$ cat src/rtl/ap_cam_array.sv
// ap_cam_array: associative-processor CAM array.
// DATA_DEPTH words of DATA_WIDTH bits with row/column write and read, masked key
// compare into an accumulating tag register, tag-qualified parallel write and a
// lowest-index priority encoder on the tag.
//
// Command/response handshake: a command transfers on a rising edge where
// cmd_valid && cmd_ready; a response transfers on a rising edge where
// rsp_valid && rsp_ready. Once raised, rsp_valid and the response data stay
// stable until that transfer. cmd_ready is high only in IDLE, so commands are
// never queued.
module ap_cam_array #(
    parameter int DATA_WIDTH     = 8,
    parameter int DATA_DEPTH     = 16,
    parameter int ADDR_WIDTH_CAM = 8
) (
    input  logic                             clk,
    input  logic                             rstIn,
    input  logic                             cmd_valid,
    output logic                             cmd_ready,
    input  logic [2:0]                       cmd_op,
    input  logic [ADDR_WIDTH_CAM-1:0]        cmd_addr,
    input  logic [DATA_WIDTH-1:0]            cmd_row_data,
    input  logic [DATA_DEPTH-1:0]            cmd_col_data,
    input  logic [DATA_WIDTH-1:0]            cmd_key,
    input  logic [DATA_WIDTH-1:0]            cmd_mask,
    input  logic [1:0]                       cmd_acc,
    output logic                             rsp_valid,
    input  logic                             rsp_ready,
    output logic [DATA_WIDTH-1:0]            rsp_row_data,
    output logic [DATA_DEPTH-1:0]            rsp_col_data,
    output logic                             rsp_err,
    output logic [DATA_DEPTH-1:0]            tag,
    output logic                             tag_any,
    output logic [ADDR_WIDTH_CAM-1:0]        tag_first,
    output logic [DATA_WIDTH*DATA_DEPTH-1:0] Q,
    output logic [DATA_DEPTH-1:0]            Q_S,
    output logic [1:0]                       dbg_state
);

    // Index widths used to address rows and columns once the range check passed
    localparam int ROW_IW = (DATA_DEPTH > 1) ? $clog2(DATA_DEPTH) : 1;
    localparam int COL_IW = (DATA_WIDTH > 1) ? $clog2(DATA_WIDTH) : 1;

    localparam logic [ADDR_WIDTH_CAM-1:0] ROW_LIM = ADDR_WIDTH_CAM'(DATA_DEPTH);
    localparam logic [ADDR_WIDTH_CAM-1:0] COL_LIM = ADDR_WIDTH_CAM'(DATA_WIDTH);

    localparam logic [2:0] OP_NOP       = 3'd0;
    localparam logic [2:0] OP_WR_ROW    = 3'd1;
    localparam logic [2:0] OP_WR_COL    = 3'd2;
    localparam logic [2:0] OP_RD_ROW    = 3'd3;
    localparam logic [2:0] OP_RD_COL    = 3'd4;
    localparam logic [2:0] OP_COMPARE   = 3'd5;
    localparam logic [2:0] OP_WR_TAGGED = 3'd6;
    localparam logic [2:0] OP_TAG_INIT  = 3'd7;

    typedef enum logic [1:0] {
        S_IDLE = 2'd0,
        S_EXEC = 2'd1,
        S_RESP = 2'd2
    } state_t;

    state_t                       state_q, state_d;

    // Storage and tag
    logic [DATA_WIDTH-1:0]        mem_q [DATA_DEPTH];
    logic [DATA_WIDTH-1:0]        mem_d [DATA_DEPTH];
    logic [DATA_DEPTH-1:0]        tag_q, tag_d;

    // Command fields captured at accept
    logic [2:0]                   op_q, op_d;
    logic [ADDR_WIDTH_CAM-1:0]    addr_q, addr_d;
    logic [DATA_WIDTH-1:0]        row_data_q, row_data_d;
    logic [DATA_DEPTH-1:0]        col_data_q, col_data_d;
    logic [DATA_WIDTH-1:0]        key_q, key_d;
    logic [DATA_WIDTH-1:0]        mask_q, mask_d;
    logic [1:0]                   acc_q, acc_d;

    // Response registers
    logic                         rsp_valid_q, rsp_valid_d;
    logic [DATA_WIDTH-1:0]        rsp_row_q, rsp_row_d;
    logic [DATA_DEPTH-1:0]        rsp_col_q, rsp_col_d;
    logic                         rsp_err_q, rsp_err_d;

    // Derived from the registered command
    logic                         row_ok;
    logic                         col_ok;
    logic [ROW_IW-1:0]            row_idx;
    logic [COL_IW-1:0]            col_idx;
    logic [DATA_DEPTH-1:0]        match;
    logic                         accept;

    // Address decode of the registered command
    always_comb begin
        row_ok  = (addr_q < ROW_LIM);
        col_ok  = (addr_q < COL_LIM);
        row_idx = addr_q[ROW_IW-1:0];
        col_idx = addr_q[COL_IW-1:0];
    end

    // Masked key compare: a row matches when every participating column equals the key
    always_comb begin
        match = '0;
        for (int i = 0; i < DATA_DEPTH; i++) begin
            match[i] = &(~mask_q | ~(mem_q[i] ^ key_q));
        end
    end

    assign accept = cmd_valid && cmd_ready;

    // Next-state logic for the FSM, the array, the tag and the response
    always_comb begin
        state_d     = state_q;
        mem_d       = mem_q;
        tag_d       = tag_q;
        op_d        = op_q;
        addr_d      = addr_q;
        row_data_d  = row_data_q;
        col_data_d  = col_data_q;
        key_d       = key_q;
        mask_d      = mask_q;
        acc_d       = acc_q;
        rsp_valid_d = rsp_valid_q;
        rsp_row_d   = rsp_row_q;
        rsp_col_d   = rsp_col_q;
        rsp_err_d   = rsp_err_q;

        case (state_q)
            S_IDLE: begin
                if (accept) begin
                    op_d       = cmd_op;
                    addr_d     = cmd_addr;
                    row_data_d = cmd_row_data;
                    col_data_d = cmd_col_data;
                    key_d      = cmd_key;
                    mask_d     = cmd_mask;
                    acc_d      = cmd_acc;
                    state_d    = S_EXEC;
                end
            end

            S_EXEC: begin
                state_d     = S_RESP;
                rsp_valid_d = 1'b1;
                rsp_row_d   = '0;
                rsp_col_d   = '0;
                rsp_err_d   = 1'b0;
                case (op_q)
                    OP_WR_ROW: begin
                        if (row_ok) mem_d[row_idx] = row_data_q;
                        else        rsp_err_d = 1'b1;
                    end
                    OP_WR_COL: begin
                        if (col_ok) begin
                            for (int i = 0; i < DATA_DEPTH; i++) begin
                                mem_d[i][col_idx] = col_data_q[i];
                            end
                        end else begin
                            rsp_err_d = 1'b1;
                        end
                    end
                    OP_RD_ROW: begin
                        if (row_ok) rsp_row_d = mem_q[row_idx];
                        else        rsp_err_d = 1'b1;
                    end
                    OP_RD_COL: begin
                        if (col_ok) begin
                            for (int i = 0; i < DATA_DEPTH; i++) begin
                                rsp_col_d[i] = mem_q[i][col_idx];
                            end
                        end else begin
                            rsp_err_d = 1'b1;
                        end
                    end
                    OP_COMPARE: begin
                        case (acc_q)
                            2'b01:   tag_d = tag_q & match;
                            2'b10:   tag_d = tag_q | match;
                            default: tag_d = match;
                        endcase
                    end
                    OP_WR_TAGGED: begin
                        for (int i = 0; i < DATA_DEPTH; i++) begin
                            if (tag_q[i]) mem_d[i] = (mem_q[i] & ~mask_q) | (key_q & mask_q);
                        end
                    end
                    OP_TAG_INIT: begin
                        tag_d = {DATA_DEPTH{key_q[0]}};
                    end
                    OP_NOP: begin
                        rsp_err_d = 1'b0;
                    end
                    default: begin
                        rsp_err_d = 1'b0;
                    end
                endcase
            end

            S_RESP: begin
                if (rsp_ready) begin
                    state_d     = S_IDLE;
                    rsp_valid_d = 1'b0;
                    rsp_row_d   = '0;
                    rsp_col_d   = '0;
                    rsp_err_d   = 1'b0;
                end
            end

            default: begin
                state_d = S_IDLE;
            end
        endcase
    end

    // State registers; reset drops any command in flight and clears the array
    always_ff @(posedge clk or posedge rstIn) begin
        if (rstIn) begin
            state_q     <= S_IDLE;
            for (int i = 0; i < DATA_DEPTH; i++) begin
                mem_q[i] <= '0;
            end
            tag_q       <= '0;
            op_q        <= OP_NOP;
            addr_q      <= '0;
            row_data_q  <= '0;
            col_data_q  <= '0;
            key_q       <= '0;
            mask_q      <= '0;
            acc_q       <= '0;
            rsp_valid_q <= 1'b0;
            rsp_row_q   <= '0;
            rsp_col_q   <= '0;
            rsp_err_q   <= 1'b0;
        end else begin
            state_q     <= state_d;
            for (int i = 0; i < DATA_DEPTH; i++) begin
                mem_q[i] <= mem_d[i];
            end
            tag_q       <= tag_d;
            op_q        <= op_d;
            addr_q      <= addr_d;
            row_data_q  <= row_data_d;
            col_data_q  <= col_data_d;
            key_q       <= key_d;
            mask_q      <= mask_d;
            acc_q       <= acc_d;
            rsp_valid_q <= rsp_valid_d;
            rsp_row_q   <= rsp_row_d;
            rsp_col_q   <= rsp_col_d;
            rsp_err_q   <= rsp_err_d;
        end
    end

    // Lowest set tag bit wins; scanning downward lets the lowest index overwrite
    always_comb begin
        tag_first = '0;
        for (int i = DATA_DEPTH - 1; i >= 0; i--) begin
            if (tag_q[i]) tag_first = ADDR_WIDTH_CAM'(i);
        end
    end

    // Flat array view and MSB column
    always_comb begin
        Q   = '0;
        Q_S = '0;
        for (int i = 0; i < DATA_DEPTH; i++) begin
            Q[i*DATA_WIDTH +: DATA_WIDTH] = mem_q[i];
            Q_S[i]                        = mem_q[i][DATA_WIDTH-1];
        end
    end

    assign cmd_ready    = (state_q == S_IDLE) && !rstIn;
    assign rsp_valid    = rsp_valid_q;
    assign rsp_row_data = rsp_row_q;
    assign rsp_col_data = rsp_col_q;
    assign rsp_err      = rsp_err_q;
    assign tag          = tag_q;
    assign tag_any      = |tag_q;
    assign dbg_state    = state_q;

endmodule

$ cat config.mk
export PLATFORM = sky130hd
export DESIGN_NAME = ap_cam_array
export DESIGN_NICKNAME = d
export VERILOG_FILES = /design/src/rtl/ap_cam_array.sv
export SDC_FILE = /design/constraint.sdc
export NUM_CORES = 1
export LEC_CHECK = 0
export CAP_MARGIN = 15
export CORE_MARGIN = 2
export CORE_UTILIZATION = 51
export CTS_CLUSTER_DIAMETER = 30
export DETAILED_ROUTE_END_ITERATION = 8
export HOLD_SLACK_MARGIN = 0.15
export PLACE_DENSITY = 0.77
export SLEW_MARGIN = 0
export SYNTH_ARGS = -nofsm -noshare
export SYNTH_HDL_FRONTEND = slang
export SYNTH_SLANG_ARGS = --single-unit
$ cat constraint.sdc
create_clock -name clk -period 9.18 [get_ports clk]
set_clock_uncertainty 0.2 [all_clocks]
set_input_delay 2.754 -clock clk [delete_from_list [all_inputs] [get_ports clk]]
set_output_delay 2.754 -clock clk [all_outputs]
set_load 0.05 [all_outputs]
==> results of run 1 <==
[worst max-delay path by stage]
stage               cells past startpoint         to  startpoint
global route                            3  cmd_ready       rstIn
finish                                  3  cmd_ready       rstIn
detailed placement                      3  cmd_ready       rstIn
floorplan                               1  async pin       rstIn
CTS                                     3  cmd_ready       rstIn
global placement                        3  cmd_ready       rstIn
[final cells by class]
| cell class | count | area (sq um) | area share |
|---|---|---|---|
| sequential | 225 | 5643 | 0.2540 |
| antenna | 1 | 2.502 | 0.0001127 |
| inverter | 13 | 56.30 | 0.002535 |
| multi-input combinational | 1392 | 11080 | 0.4986 |
| timing repair buffer | 297 | 2923 | 0.1316 |
| tap | 455 | 569.3 | 0.02563 |
| clock buffer | 82 | 1693 | 0.07621 |
| clock inverter | 22 | 250.2 | 0.01127 |
[synthesized netlist by cell type, types with 5 or more instances]
cell and number:
clkbuf_8 8, nand2_1 85, nor2b_1 103, nor3_1 11, a22o_1 8, xor2_1 117, dfrtp_1 225, buf_2 27
nor3b_1 15, buf_4 21, mux2_2 284, nand2b_1 6, a211oi_2 8, o21ai_0 49, nor2_1 30, nand3_1 39
a211oi_1 35, o32ai_1 29, and3_1 5, a221oi_1 12, mux4_2 28, mux2i_1 37, and2_1 32, clkbuf_1 106
xnor2_1 12, a21oi_1 103, buf_1 10, inv_1 11, o211ai_1 18, a22oi_1 51, a211oi_4 7, buf_6 9
o31ai_1 9, o22ai_1 198
[tightest hold or removal path: stages, from the launching register on]
cell and delay (ps):
dfrtp_1 330, nand2_1 60, nand2_1 50
[cells by family (layout without fill, tap and decap cells)]
logic type | Yosys count | after routing | share of synthesized area
buffers and inverters | 197 | 414 | 0.05743
AND/OR/NAND/NOR | 355 | 355 | 0.1093
AO/OA/AOI/OAI | 553 | 553 | 0.2114
adder cells (fa/ha/maj) | 2 | 2 | 0.001416
flip-flops | 225 | 225 | 0.3187
XOR/XNOR | 129 | 129 | 0.06394
other | 1 | 5 | 0.0002122
multiplexers | 349 | 349 | 0.2376
[metal layers]
layer	wire (um)	GRT usage	part of all wire	vias up
li1	-	-	-	7232
met1	31620	0.6019	0.36	8999
met2	35920	0.6715	0.41	1735
met3	13590	0.2040	0.15	548
met4	6969	0.3074	0.079	2
met5	13	0	0.00015	-
[power by group through the flow]
stage / Sequential, mW / Clock [mW] / Combinational [mW]
5_1_grt: 1.80 / 2.08 / 3.71
4_1_cts: 1.75 / 2.02 / 3.44
3_5_place_dp: 1.76 / 0 / 3.42
6_report: 1.80 / 2.03 / 3.62
2_1_floorplan: 1.93 / 0 / 1.96
3_3_place_gp: 1.75 / 0 / 3.36
==> summary.md, run 1 <==
| Metric | Value |
|---|---|
| Largest area contributor in the netlist | `dfrtp_1` |
| Layout Nets | `2047` |
| Final Hold Fails | `0` |
| Most frequent cells in the layout | `mux2_2, clkdlybuf4s50_1, dfrtp_1` |
| Startpoint types | `input port` |
| Pwr/cell area | `335.3 nW/um^2` |
| Post-cts sizing count | `0` |
| Post-detailed-route via-to-cell ratio | `7.445` |
| TritonCTS Buffers | `59` |
| Syn Area/Cell | `9.757 sq um` |
| Die W | `190.1 um` |
| RSZ-0062 raised after global routing | `no` |
| I/O pins | `255` |
| CTS sink cnt | `225` |
| CP dominant cell by count | `clkdlybuf4s50_1` |
| Htree depth | `2` |
| Starting Density | `0.5153` |
| Yosys reg bits | `225` |
| Vias in the first global route | `17670` |
| Post-synthesis cell type count | `65` |
| Crit path arrival time | `4320 ps` |
| Reg-to-reg slack, setup | `4850 ps` |
| Largest net degree at the start of global routing | `113` |
| Placer Congestion | `1.079` |
| Finished Layout Cells | `2487` |
| First drt pass iteration count | `6` |
| R2R Path Start | `addr_q[2]$_DFFE_PP0P_` |
| Int Pwr | `3.836 mW` |
| Final instance area | `22210 sq um` |
| Crit path cell chain | `clkdlybuf4s50_1 -> nor3_1 -> clkdlybuf4s50_1` |
| Worst relative slew slack | `0.06982` |
| Core area | `34290 sq um` |
| Most common flop cell mapped by yosys | `dfrtp_1` |
| HP Start | `rsp_row_data[7]$_DFFE_PP0P_` |
| Final global-route overflow total | `0` |
| Setup TNS | `0 ps` |
| Initial antenna violation count | `4` |
| Mapped Area | `17670 sq um` |
| Commonest non-fill, non-tap cell in the layout | `mux2_2` |
| DR iter-0 viols | `2881` |
| Leakage Power | `9.190 nW` |
| DRT antenna net count | `0` |
| Tcrit/Tclk final | `0.7926` |
| WHS Endpoint | `rsp_row_data[7]$_DFFE_PP0P_` |
| Placed insts | `2378` |
| Setup violators final | `0` |
| Worst-Skew Late Latency | `630 ps` |
| Hold Path Stages | `2` |
| CTS tree | `built` |
| Post-layout minimum cycle time | `7276 ps` |
| Clock-pin slew on the worst setup and hold paths | `40 ps` |
| GRT Overall Usage | `0.4789` |
| HPWL after DPL | `54710 um` |
| Yosys top cell area share | `0.3187` |
| Wire per inst | `35.43 um` |
| CP max stage cell | `clkdlybuf4s50_1` |
| Yosys warning total | `0` |
| Final core occ | `0.6479` |
| Part of the power in combinational logic | `0.486` |
| Root buf cell | `clkbuf_16` |
| Via count | `18520` |
| Final Power | `7.448 mW` |
| Post-CTS setup buffer count | `0` |
| DIE AREA | `36150 sq um` |
| Hold Buf Count CTS | `0` |
| Final worst slack | `1904 ps` |
| Dpl cell area | `20170 sq um` |
| Worst slew pin tran | `1392 ps` |
| Net Sw Frac | `0.4850` |
| EDFF count, synth | `0` |
| Top cells by area, synth | `dfrtp_1, mux2_2, o22ai_1, xor2_1, nor2b_1` |
| CP bufs+invs | `2` |
| Port bufs | `250` |
| WP data required | `6230 ps` |
| Async SR Flop Fraction | `1.000` |
| Crit path capture type | `output port` |
| Wirelength, routed | `88110 um` |
| Max Fclk | `137.4 MHz` |
| MaxCap Viol Count | `0` |
| Hold Slack | `272.2 ps` |
| Hold Crit Class | `reg2reg` |
| Vert. Die Dim | `190.1 um` |
| Final slew viol count | `0` |
| Share of cells above drive strength 1 | `0.2447` |
| Crit Path Class | `in2out` |
| R2R depth | `7` |
| Delay-heaviest family, CP | `buffers and inverters` |
| Fillers | `2772` |
| Setup WS pre-CTS | `1899 ps` |
| Residual DRC | `0` |
| Clock group share of total power | `0.272` |
| Clock Path Buffers | `3` |
| Critical path fanouts, max | `2` |
| Outcome | `completed` |
| Switching power total | `3.613 mW` |
| Worst vdd ir | `0.3255 mV` |
| First-pass GRT wire length | `124200 um` |
| # rows | `68` |
| Sequential share of the synthesized area | `0.3187` |
| Mapped Cells | `1811` |
| Layout area overhead | `25.72%` |
| Max incr delay on CP | `840 ps` |
| Flop pwr share | `0.242` |
Power figures use the tool's default switching activity.
==> run 2, diff against run 1 <==
--- a/config.mk
+++ b/config.mk
@@ -7,11 +7,11 @@
 export LEC_CHECK = 0
 export CAP_MARGIN = 15
 export CORE_MARGIN = 2
-export CORE_UTILIZATION = 51
+export CORE_UTILIZATION = 56
 export CTS_CLUSTER_DIAMETER = 30
 export DETAILED_ROUTE_END_ITERATION = 8
 export HOLD_SLACK_MARGIN = 0.15
-export PLACE_DENSITY = 0.77
+export PLACE_DENSITY = 0.8
 export SLEW_MARGIN = 0
 export SYNTH_ARGS = -nofsm -noshare
 export SYNTH_HDL_FRONTEND = slang
==> constraint.sdc (replaced) <==
create_clock -name clk -period 7.6 [get_ports clk]
set_clock_uncertainty 0.2 [all_clocks]
set_input_delay 2.28 -clock clk [delete_from_list [all_inputs] [get_ports clk]]
set_output_delay 2.28 -clock clk [all_outputs]
set_load 0.05 [all_outputs]
==> summary.md, run 2 (synthesis results as in run 1) <==
| Metric | Value |
|---|---|
| Port bufs | `250` |
| First-pass GRT wire length | `120900 um` |
| Post-layout minimum cycle time | `6259 ps` |
| Setup violators final | `0` |
| Clock Path Buffers | `3` |
| Core area | `31310 sq um` |
| Part of the power in combinational logic | `0.459` |
| CP bufs+invs | `2` |
| Post-detailed-route via-to-cell ratio | `7.698` |
| Clock group share of total power | `0.307` |
| Switching power total | `4.335 mW` |
| Setup TNS | `0 ps` |
| Pwr/cell area | `415.9 nW/um^2` |
| Commonest non-fill, non-tap cell in the layout | `mux2_2` |
| Starting Density | `0.5643` |
| GRT Overall Usage | `0.4995` |
| DR iter-0 viols | `3604` |
| RSZ-0062 raised after global routing | `no` |
| Via count | `18780` |
| Post-cts sizing count | `0` |
| DIE AREA | `32990 sq um` |
| CP max stage cell | `clkdlybuf4s50_1` |
| Largest net degree at the start of global routing | `169` |
| Total area of sequential cells | `5643 sq um` |
| Worst vdd ir | `0.2610 mV` |
| Leakage Power | `9.321 nW` |
| Tcrit/Tclk final | `0.8236` |
| Int Pwr | `5.005 mW` |
| MaxCap Viol Count | `0` |
| Vias in the first global route | `18260` |
| Startpoint types | `input port` |
| CTS tree | `built` |
| Net Sw Frac | `0.4641` |
| Layout area overhead | `27.11%` |
| Hold Slack | `276.4 ps` |
| # rows | `65` |
| Worst relative slew slack | `0.1077` |
| HPWL after DPL | `51810 um` |
| Root buf cell | `clkbuf_16` |
| Clock-pin slew on the worst setup and hold paths | `40 ps` |
| Hold Buf Count CTS | `0` |
| Delay-heaviest family, CP | `buffers and inverters` |
| Crit Path Class | `in2out` |
| DRT antenna net count | `0` |
| Wire per inst | `34.36 um` |
| CTS sink cnt | `225` |
| TritonCTS Buffers | `66` |
| Die W | `181.6 um` |
| Placer Congestion | `1.081` |
| First drt pass iteration count | `9` |
| Most frequent cells in the layout | `mux2_2, clkdlybuf4s50_1, dfrtp_1` |
| Worst-Skew Late Latency | `570 ps` |
| Multi-input logic area | `11080 sq um` |
| Crit path arrival time | `3780 ps` |
| Fillers | `2226` |
| Flop pwr share | `0.235` |
| Crit path cell chain | `clkdlybuf4s50_1 -> nor3_1 -> clkdlybuf4s50_1` |
| N_diodes | `0` |
| Max Fclk | `159.8 MHz` |
| Post-CTS setup buffer count | `0` |
| Share of cells above drive strength 1 | `0.2469` |
| Vert. Die Dim | `181.6 um` |
| Residual DRC | `0` |
| Crit path capture type | `output port` |
| Final global-route overflow total | `0` |
| Outcome | `completed` |
| Htree depth | `3` |
| Final slew viol count | `0` |
| I/O pins | `255` |
| Critical path fanouts, max | `2` |
| Worst slew pin tran | `1335 ps` |
| Wirelength, routed | `83800 um` |
| Max incr delay on CP | `840 ps` |
| Initial antenna violation count | `0` |
| WP data required | `5120 ps` |
| Hold Crit Class | `reg2reg` |
| CP dominant cell by count | `clkdlybuf4s50_1` |
| Layout Nets | `2048` |
| Final Hold Fails | `0` |
[run 2: power by group through the flow]
stage                     clock (mW)  combinational, mW  sequential, mW
after floorplan                    0               2.37            2.33
after global placement             0               3.95            2.11
after detailed placement           0               4.04            2.13
after CTS                       2.85               4.08            2.12
after global routing            2.93               4.38            2.17
final                           2.86               4.29            2.19
[run 2: layout make-up]
type,instances,share of cell area
Multi-Input combinational cell,1392,0.4935
Sequential cell,225,0.2512
Timing Repair Buffer,291,0.1278
Clock buffer,96,0.08997
Inverter,13,0.002340
Tap cell,402,0.02239
Clock inverter,20,0.01281
[run 2: final timing paths]
| path | depth (start not counted) | end | slack [ps] | startpoint |
|---|---|---|---|---|
| max | 3 | cmd_ready | 1340 | rstIn |
| min | 2 | rsp_row_data[7]$_DFFE_PP0P_ | 280 | rsp_row_data[7]$_DFFE_PP0P_ |
| max reg2reg | 5 | flop | 3200 | op_q[2]$_DFFE_PP0P_ |
| min reg2reg | 2 | rsp_row_data[7]$_DFFE_PP0P_ | 280 | rsp_row_data[7]$_DFFE_PP0P_ |
| max in group asynchronous | 3 | async pin | 4110 | rstIn |
| min in group asynchronous | 3 | key_q[4]$_DFFE_PP0P_ | 2120 | rstIn |
[run 2: through the flow]
stage                     instance area (sq um)  instances  total power, mW  utilization  worst slack [ps]
after floorplan                           17680       1814            4.706            -              1765
after global placement                    20080       2320            6.063       0.6414              1324
after detailed placement                  20080       2320            6.170       0.6414              1346
after CTS                                 22390       2436            9.050       0.7151              1339
after global routing                      22460       2439            9.492       0.7173              1257
final                                     22460       2439            9.341       0.7173              1341
[run 2: worst register-to-register path, stage by stage (launching register included)]
cell     delay (ps)
dfrtp_4        1020
buf_4           910
nand2_1        1200
a21oi_1         460
o32ai_1         140
mux2_2          340
[run 2: per-layer routing]
layer	GRT usage	part of all wire
met5	0	0.00041
met4	0.3434	0.083
met3	0.2070	0.17
met2	0.6795	0.40
met1	0.6426	0.35
